==> src/rtl/tc_pkg.sv <==
// rtl/tc_pkg.sv - shared types and constants for the tc_timer device
//
// Contents:
//   tc_state_e   : counter sequencer states (IDLE, LOAD, CNT, INT)
//   OFF_*        : word offsets inside the device window
//   CTRL_*       : bit positions inside the CTRL register
//   MODE_*       : CTRL.Mode encodings (codes 2/3 behave as one-shot)
//   lane_mask()  : expands a 4-bit byte enable into a 32-bit bit mask

package tc_pkg;

  typedef enum logic [1:0] {
    IDLE = 2'd0,
    LOAD = 2'd1,
    CNT  = 2'd2,
    INT  = 2'd3
  } tc_state_e;

  localparam logic [1:0] OFF_CTRL   = 2'd0;
  localparam logic [1:0] OFF_PRESET = 2'd1;
  localparam logic [1:0] OFF_COUNT  = 2'd2;
  localparam logic [1:0] OFF_EXT    = 2'd3;

  localparam int CTRL_EN      = 0;
  localparam int CTRL_MODE_LO = 1;
  localparam int CTRL_MODE_HI = 2;
  localparam int CTRL_IM      = 3;

  localparam logic [1:0] MODE_ONESHOT = 2'd0;
  localparam logic [1:0] MODE_RELOAD  = 2'd1;

  function automatic logic [31:0] lane_mask(input logic [3:0] byteen);
    logic [31:0] m;
    m = 32'd0;
    for (int i = 0; i < 4; i++) begin
      m[i*8 +: 8] = {8{byteen[i]}};
    end
    return m;
  endfunction

endpackage

==> src/rtl/tc_bytemerge.sv <==
// rtl/tc_bytemerge.sv - byte-lane merge of write data into a register value
//
// Ports:
//   cur    in  32  current register contents
//   wdata  in  32  bus write data
//   byteen in  4   lanes of wdata to take; other lanes keep cur
//   merged out 32  resulting register value (purely combinational)

module tc_bytemerge
  import tc_pkg::*;
(
  input  logic [31:0] cur,
  input  logic [31:0] wdata,
  input  logic [3:0]  byteen,
  output logic [31:0] merged
);

  logic [31:0] mask;

  assign mask   = lane_mask(byteen);
  assign merged = (cur & ~mask) | (wdata & mask);

endmodule

==> src/rtl/tc_timer.sv <==
// rtl/tc_timer.sv - memory-mapped 32-bit down-counting timer with irq
//
// Parameters:
//   DEFAULT_PRESET  reset value of PRESET
//   DEFAULT_CTRL    reset value of CTRL (bits [3:0] kept)
// Ports:
//   clk     in  1   system clock, rising edge
//   reset   in  1   synchronous active-high reset
//   addr    in  2   word offset: 0=CTRL 1=PRESET 2=COUNT 3=EXT
//   we      in  1   write strobe (already qualified by device select)
//   byteen  in  4   byte lanes of wdata to write
//   wdata   in  32  write data
//   rdata   out 32  combinational read data for addr
//   irq     out 1   irq_flag & CTRL.IM
// Build option:
//   TC_WRAP_CNT_EN  adds a wrapping expiration counter readable at EXT;
//                   without it EXT reads zero.

module tc_timer
  import tc_pkg::*;
#(
  parameter logic [31:0] DEFAULT_PRESET = 32'd0,
  parameter logic [31:0] DEFAULT_CTRL   = 32'd0
) (
  input  logic        clk,
  input  logic        reset,
  input  logic [1:0]  addr,
  input  logic        we,
  input  logic [3:0]  byteen,
  input  logic [31:0] wdata,
  output logic [31:0] rdata,
  output logic        irq
);

  tc_state_e   state_q;
  tc_state_e   state_d;

  logic [3:0]  ctrl_q;
  logic [31:0] preset_q;
  logic [31:0] count_q;
  logic        irq_flag_q;
  logic [31:0] ext_rdata;

  // sequencer actions decoded from the current state
  logic        cnt_load;
  logic        cnt_dec;
  logic        cnt_clear;
  logic        flag_set;
  logic        flag_hw_clr;
  logic        en_hw_clr;

  logic        ctrl_wr;
  logic        preset_wr;
  logic [31:0] ctrl_merged;
  logic [31:0] preset_merged;
  logic [27:0] unused_ctrl_hi;

  logic        ctrl_en;
  logic [1:0]  ctrl_mode;

  assign ctrl_en   = ctrl_q[CTRL_EN];
  assign ctrl_mode = ctrl_q[CTRL_MODE_HI:CTRL_MODE_LO];

  // A CTRL write with no lanes enabled is not a write at all, so it must
  // not clear the pending irq either.
  assign ctrl_wr   = we && (addr == OFF_CTRL) && (byteen != 4'd0);
  assign preset_wr = we && (addr == OFF_PRESET);

  tc_bytemerge u_ctrl_merge (
    .cur    ({28'd0, ctrl_q}),
    .wdata  (wdata),
    .byteen (byteen),
    .merged (ctrl_merged)
  );

  tc_bytemerge u_preset_merge (
    .cur    (preset_q),
    .wdata  (wdata),
    .byteen (byteen),
    .merged (preset_merged)
  );

  // CTRL only stores the low nibble; upper merged bits are discarded.
  assign unused_ctrl_hi = ctrl_merged[31:4];

  always_ff @(posedge clk) begin
    if (reset) begin
      state_q <= IDLE;
    end else begin
      state_q <= state_d;
    end
  end

  always_comb begin
    state_d     = state_q;
    cnt_load    = 1'b0;
    cnt_dec     = 1'b0;
    cnt_clear   = 1'b0;
    flag_set    = 1'b0;
    flag_hw_clr = 1'b0;
    en_hw_clr   = 1'b0;
    case (state_q)
      IDLE: begin
        if (ctrl_en) begin
          state_d = LOAD;
        end
      end
      LOAD: begin
        cnt_load = 1'b1;
        state_d  = CNT;
      end
      CNT: begin
        if (!ctrl_en) begin
          state_d = IDLE;
        end else if (count_q > 32'd1) begin
          cnt_dec = 1'b1;
        end else begin
          // COUNT of 0 or 1 both expire here, which is what makes a
          // PRESET of 0 behave like 1.
          cnt_clear = 1'b1;
          flag_set  = 1'b1;
          state_d   = INT;
        end
      end
      INT: begin
        state_d = IDLE;
        if (ctrl_mode == MODE_RELOAD) begin
          flag_hw_clr = 1'b1;
        end else begin
          en_hw_clr = 1'b1;
        end
      end
      default: begin
        state_d = IDLE;
      end
    endcase
  end

  // A CPU write to CTRL overrides the hardware Enable clear in INT.
  always_ff @(posedge clk) begin
    if (reset) begin
      ctrl_q <= DEFAULT_CTRL[3:0];
    end else if (ctrl_wr) begin
      ctrl_q <= ctrl_merged[3:0];
    end else if (en_hw_clr) begin
      ctrl_q[CTRL_EN] <= 1'b0;
    end
  end

  always_ff @(posedge clk) begin
    if (reset) begin
      preset_q <= DEFAULT_PRESET;
    end else if (preset_wr) begin
      preset_q <= preset_merged;
    end
  end

  // COUNT is only ever touched by the sequencer; bus writes never reach it.
  always_ff @(posedge clk) begin
    if (reset) begin
      count_q <= 32'd0;
    end else if (cnt_load) begin
      count_q <= preset_q;
    end else if (cnt_dec) begin
      count_q <= count_q - 32'd1;
    end else if (cnt_clear) begin
      count_q <= 32'd0;
    end
  end

  // Expiry takes priority over a same-edge CPU clear so an irq is never lost.
  always_ff @(posedge clk) begin
    if (reset) begin
      irq_flag_q <= 1'b0;
    end else if (flag_set) begin
      irq_flag_q <= 1'b1;
    end else if (ctrl_wr || flag_hw_clr) begin
      irq_flag_q <= 1'b0;
    end
  end

  assign irq = irq_flag_q & ctrl_q[CTRL_IM];

`ifdef TC_WRAP_CNT_EN
  logic [31:0] expire_cnt_q;

  // flag_set is asserted exactly on the CNT->INT transition.
  always_ff @(posedge clk) begin
    if (reset) begin
      expire_cnt_q <= 32'd0;
    end else if (flag_set) begin
      expire_cnt_q <= expire_cnt_q + 32'd1;
    end
  end

  assign ext_rdata = expire_cnt_q;
`else
  assign ext_rdata = 32'd0;
`endif

  always_comb begin
    rdata = 32'd0;
    case (addr)
      OFF_CTRL:   rdata = {28'd0, ctrl_q};
      OFF_PRESET: rdata = preset_q;
      OFF_COUNT:  rdata = count_q;
      OFF_EXT:    rdata = ext_rdata;
      default:    rdata = 32'd0;
    endcase
  end

endmodule

==> config.mk <==
export PLATFORM = sky130hd
export DESIGN_NAME = tc_timer
export DESIGN_NICKNAME = d
export VERILOG_FILES = /design/src/rtl/tc_pkg.sv /design/src/rtl/tc_bytemerge.sv /design/src/rtl/tc_timer.sv
export SDC_FILE = /design/constraint.sdc
export NUM_CORES = 1
export LEC_CHECK = 0
export BUFFER_PORTS_ARGS = -buffer_cell sky130_fd_sc_hd__buf_2
export CORE_ASPECT_RATIO = 0.5
export CORE_MARGIN = 4
export CORE_UTILIZATION = 56
export CTS_CLUSTER_DIAMETER = 150
export DETAILED_ROUTE_END_ITERATION = 10
export PLACE_DENSITY = 0.78
export SLEW_MARGIN = 10
export SYNTH_ARGS = -nofsm -noshare
export SYNTH_HDL_FRONTEND = slang
export SYNTH_HIERARCHICAL = 1
export SYNTH_SLANG_ARGS = --single-unit
export TNS_END_PERCENT = 100
==> constraint.sdc <==
create_clock -name clk -period 4.95 [get_ports clk]
set_clock_uncertainty 0.1 [all_clocks]
set_input_delay 0.7425 -clock clk [delete_from_list [all_inputs] [get_ports clk]]
set_output_delay 0.7425 -clock clk [all_outputs]
set_load 0.02 [all_outputs]
==> Yosys cells after proc, flatten, opt, wreduce, memory -nomap -nowiden <==
Cells that the tools add are included.
{ "totals": {"word_cells": 58, "in_bits": 41, "reg_bits": 71, "out_inout_bits": 33} }
{ "classes": {"reduce_logical": 11, "muxes": 23, "n_addsub": 1, "bitwise_logic": 7, "order_cmp": 1, "n_eq_ne": 9} }
{ "op_table": {"columns": ["operator", "n"], "rows": [
  ["32-bit case mux with 4 select lines", 1],
  ["32-bit two-way mux", 3],
  ["32-bit bitwise AND", 2],
  ["32-bit by 1-bit > comparator with 1-bit output (second input constant)", 1],
  ["32-bit NOT", 1],
  ["32-bit OR", 1],
  ["32-bit by 1-bit subtractor with 32-bit output (second input constant)", 1],
  ["1-bit two-way mux", 15],
  ["2-bit equality test (second input constant)", 4],
  ["2-bit case mux with 4 select lines", 1],
  ["2-bit by 1-bit equality test with 1-bit output (second input constant)", 3],
  ["2-bit two-way mux", 3],
  ["4-bit bitwise AND", 1],
  ["2-bit logical NOT", 2],
  ["4-bit OR", 1],
  ["2-bit nonzero test", 2],
  ["4-bit nonzero test", 1],
  ["1-bit logical AND", 3],
  ["3-bit != test (second input constant)", 1],
  ["3-bit nonzero test", 1],
  ["2-bit != test (second input constant)", 1],
  ["2-bit AND reduction", 1],
  ["1-bit bitwise AND", 1],
  ["1-bit logical OR", 1]
]} }

==> Depth between registers and ports, before layout <==
{ "depth": {"depth_word": 7, "depth_mapped": 8, "mapped_depth_nobuf": 7} }

==> Modules after synthesis <==
The synthesis kept the hierarchy.
{ "modules_own_cells": {"columns": ["module", "seq_area_each_um2", "instances", "area_per_inst_um2", "cells_per_inst"], "rows": [
  ["tc_timer", 1421.4, 1, 4011.3, 509],
  ["tc_bytemerge", 0.0, 2, 525.5, 36]
]} }

==> Least setup slack after synthesis <==
Ideal clock, no wire load.
{ "synth_path": {"path_kind": "input-to-output", "from": "in addr[1]", "to": "out rdata[13]", "path_slack_ps": 2059, "arrival_time_ps": 2048, "n_path_buf": 3, "path_stages": 5, "required_ps": 4108, "cell_sequence": "clkbuf_1 > nor2b_1 > clkbuf_1 > buf_1 > a22o_1"} }
{ "synth_between": {"elab_chain_len": 2, "elab_cells_between_ends": 5, "classes_between": "eq/ne (3); mux (1); reduce/logical (1)"} }
{ "synth_rtl": {"columns": ["element", "line_no", "rtl"], "rows": [
  ["start: declaration", "tc_timer.sv:27", "input logic [1:0] addr,"],
  ["2-bit equality test (tied with other cells)", "tc_timer.sv:203", "case (addr)"],
  ["32-bit case mux with 4 select lines (*)", "tc_timer.sv:203", null],
  ["end: declaration", "tc_timer.sv:31", "output logic [31:0] rdata,"]
]} }
Mark *: on every way between the ends. The rest lies on a longest branch, timed or not.

==> Worst setup path in the final report <==
{ "layout_path": {"from": "in addr[0]", "to": "out rdata[17]"} }
Same word-level chain as after synthesis.

==> flow_results.org <==
** Routing
- The routed design has 12.6 mm of wire.
- Using the TritonRoute via totals, the vias-per-cell ratio works out to 6.16.
- The detailed router finished its first iteration with 440 violations.
- Antenna viol nets, final :: 0
- Number of remaining DRC errors :: 0
- Initial DRT Pass Iterations :: 5
- The routed layout has 4363 vias.
- Average routed wire per standard cell :: 17.7 um

** Cells and area
- Number of diodes added for antenna fixing :: 0
- From synthesis to final layout, the design area changed by 13.2%.
- At the end of the flow, the number of nets in the layout was 634.
- Most frequent cells in the layout :: sky130_fd_sc_hd__nand2_1, sky130_fd_sc_hd__buf_2, sky130_fd_sc_hd__dfxtp_1
- Of the cells placed in the final design, the portion with a size suffix greater than 1 is 25.8%.
- Core occupancy in the finished layout :: 65.1%
- Final design area excluding fillers :: 0.00521 mm^2
- The library cell used most frequently in the layout, excluding fill and tap cells, is sky130_fd_sc_hd__nand2_1.

** Logic synthesis
- The mapped netlist covers 0.00460 mm^2.
- The average instance in the mapped netlist occupies 8.39 um^2.
- Net Count, Synth :: 592
- During synthesis, Yosys emitted a total of 6 warnings.
- Number of cells produced by synthesis :: 549

** Critical path
- Endpoint class of the critical path :: primary output
- For the worst setup path, the data arrival time is 2420 ps.
- The critical path is of the input port to primary output type.
- Delay contributed by the slowest stage of the critical path :: 790 ps
- Setup slack of the worst register-to-register path :: 2230 ps
- Origin of the critical flop-to-flop path :: count_q[0]
- Of all nets on the critical path, the largest fanout is 19.
- Traced cell by cell, the critical path runs through buf_2 -> nor2b_2 -> buf_4 -> a22o_1 -> buf_2.
- Element type at the critical path start :: input port
- Data required time of the critical path :: 4110 ps
- Cell type group with the largest total delay on the critical path :: simple AND/OR/NAND/NOR gates
- Cell count of the worst reg-to-reg path :: 7
- In this run the critical register-to-register path is captured at count_q[22].
- Among the stages of the critical path, the cell type that occurs most often is sky130_fd_sc_hd__buf_2.
- On the critical path, the stage with the largest delay is an instance of sky130_fd_sc_hd__nor2b_2.
- The critical path contains buffers and inverters numbering 3 combined.

** GRT
- Aggregate global-route resource usage :: 26.0%
- Largest net degree at the start of global routing :: 47
- Wire length of the first global-routing pass :: 20.4 mm
- Via count of the first global-routing pass :: 3978
- For this run the aggregate overflow at the end of global routing stands at 0.
- Antenna violations before repair :: 0

** Min path
- Path type of the worst min-delay path :: flip-flop to flip-flop
- Endpoint with the worst hold slack :: preset_q[7]
- WHS Path Cells :: 2
- The startpoint identified for the worst hold timing path is preset_q[7].

** Clock tree
- Clock buffers created by TritonCTS :: 9
- In this run the post-CTS setup repair buffer count came out at 0.
- CTS tree :: yes
- The cell sitting at the root of the clock tree is a sky130_fd_sc_hd__clkbuf_16.
- H-tree depth :: 3
- No sink is reached through more buffers than the 2 on the longest clock path.
- Clock network latency to the later pin of the worst-skew pair :: 340 ps
- Clock-pin slew was measured on the worst setup and hold paths at 50 ps.
- The clock drives 71 sinks.
- Hold repair after CTS inserted 0 buffers.
- In this run, post-CTS repair resized a total of 0 instances.

** Run
- Max-cap violations in this run came to 0.

** Timing
- Max Freq :: 306 MHz
- Min Tclk post-route :: 3260 ps
- Setup violations remaining at the end of the flow were counted as 0.
- Tightest slew margin relative to the limit :: 36.8%
- The number of hold-slack violations in the final timing report came to 0.
- For the pin with the worst max-slew slack, the measured transition is 944 ps.
- Setup repair after global routing missed its margin :: false
- Fraction of the cycle the final worst path needs :: 65.9%
- The max-slew violation count was 0.
- Worst setup slack after layout :: 1690 ps
- Final TNS setup :: 0 ps

** Pwr
- Internal power comes to 1.10 mW.
- Power, Total :: 1.44 mW
- In this run, the clock network consumes 49.0% of the power.
- Sequential group share of total power :: 40.9%
- Net switching is 23.5% of the power.
- For this design the ratio of total power to cell area is 277 mW/mm^2.
- Net Sw Power :: 339 uW
- Leak Pwr :: 2.07 nW
- Of the total power, combinational logic draws 10.1%.
- Peak supply drop :: 0.000184 V

** Placed design
- Input and output buffers added on the ports amount to 73.
- Once placement finished, the instance area stood at 0.00489 mm^2.
- Detailed Place HPWL :: 8.28 mm
- Routability-driven placement finished with a final weighted congestion of 0.957.
- Setup slack at placement :: 1790 ps

** Die
- The die covers 0.00983 mm^2.
- The initial utilization of the core area, before any placement, comes to 57.6%.
- Count of standard-cell rows :: 23
- Height of the die :: 72.1 um
- Die outline width :: 136 um
- Core ar. :: 0.00800 mm^2
- Number of top-level pins :: 74

** Status
- The run finished with clean final reports.
## worst register-to-register path: stages, from the launching register on
cell and delay, ps:
sky130_fd_sc_hd__dfxtp_1 370, sky130_fd_sc_hd__inv_1 110, sky130_fd_sc_hd__ha_1 280, sky130_fd_sc_hd__nor4b_2 700
sky130_fd_sc_hd__nand3_1 380, sky130_fd_sc_hd__o31a_2 370, sky130_fd_sc_hd__o21ai_0 160, sky130_fd_sc_hd__a31oi_1 100
## power by group through the flow
stage,clock network (mW),registers (mW),logic [mW]
floorplan,0,0.598,0.112
global placement,0,0.601,0.142
detailed placement,0,0.602,0.144
CTS,0.710,0.589,0.145
global route,0.733,0.590,0.159
finish,0.706,0.589,0.146
## area by class of cell
type	count	area [um^2]
flip-flops and latches	71	1420
well taps	112	140
clock buffers	11	243
repair buffers	82	433
inverters	6	22.5
fillers	711	2790
clock inverters	5	81.3
multi-input cells	421	2870
## per-layer routing
metal | vias up | global-route usage [%] | wire, um
met2 | 190 | 38.2 | 5290
met1 | 2061 | 38.3 | 6020
met5 | - | 0 | 0
met4 | 0 | 7.37 | 134
li1 | 2099 | - | -
met3 | 13 | 5.82 | 1120
## metrics by stage
stage	instances	hold slack [ps]
floorplan	549	362
global placement	692	376
detailed placement	692	381
CTS	708	392
global route	708	403
finish	708	392
## state kept, by name, indices dropped and copies added, names as in the netlist
| name | cells |
|---|---|
| preset_q | 32 |
| irq_flag_q | 1 |
| ctrl_q | 4 |
| state_q | 2 |
| count_q | 32 |
## worst max path at each step
stage / cells after the start / end / from
after floorplan: 5 / rdata[13] / addr[1]
after global placement: 5 / rdata[17] / addr[0]
after detailed placement: 5 / rdata[17] / addr[0]
after CTS: 5 / rdata[17] / addr[0]
after global routing: 5 / rdata[12] / addr[0]
final: 5 / rdata[17] / addr[0]
Power figures use the tool's default switching activity.
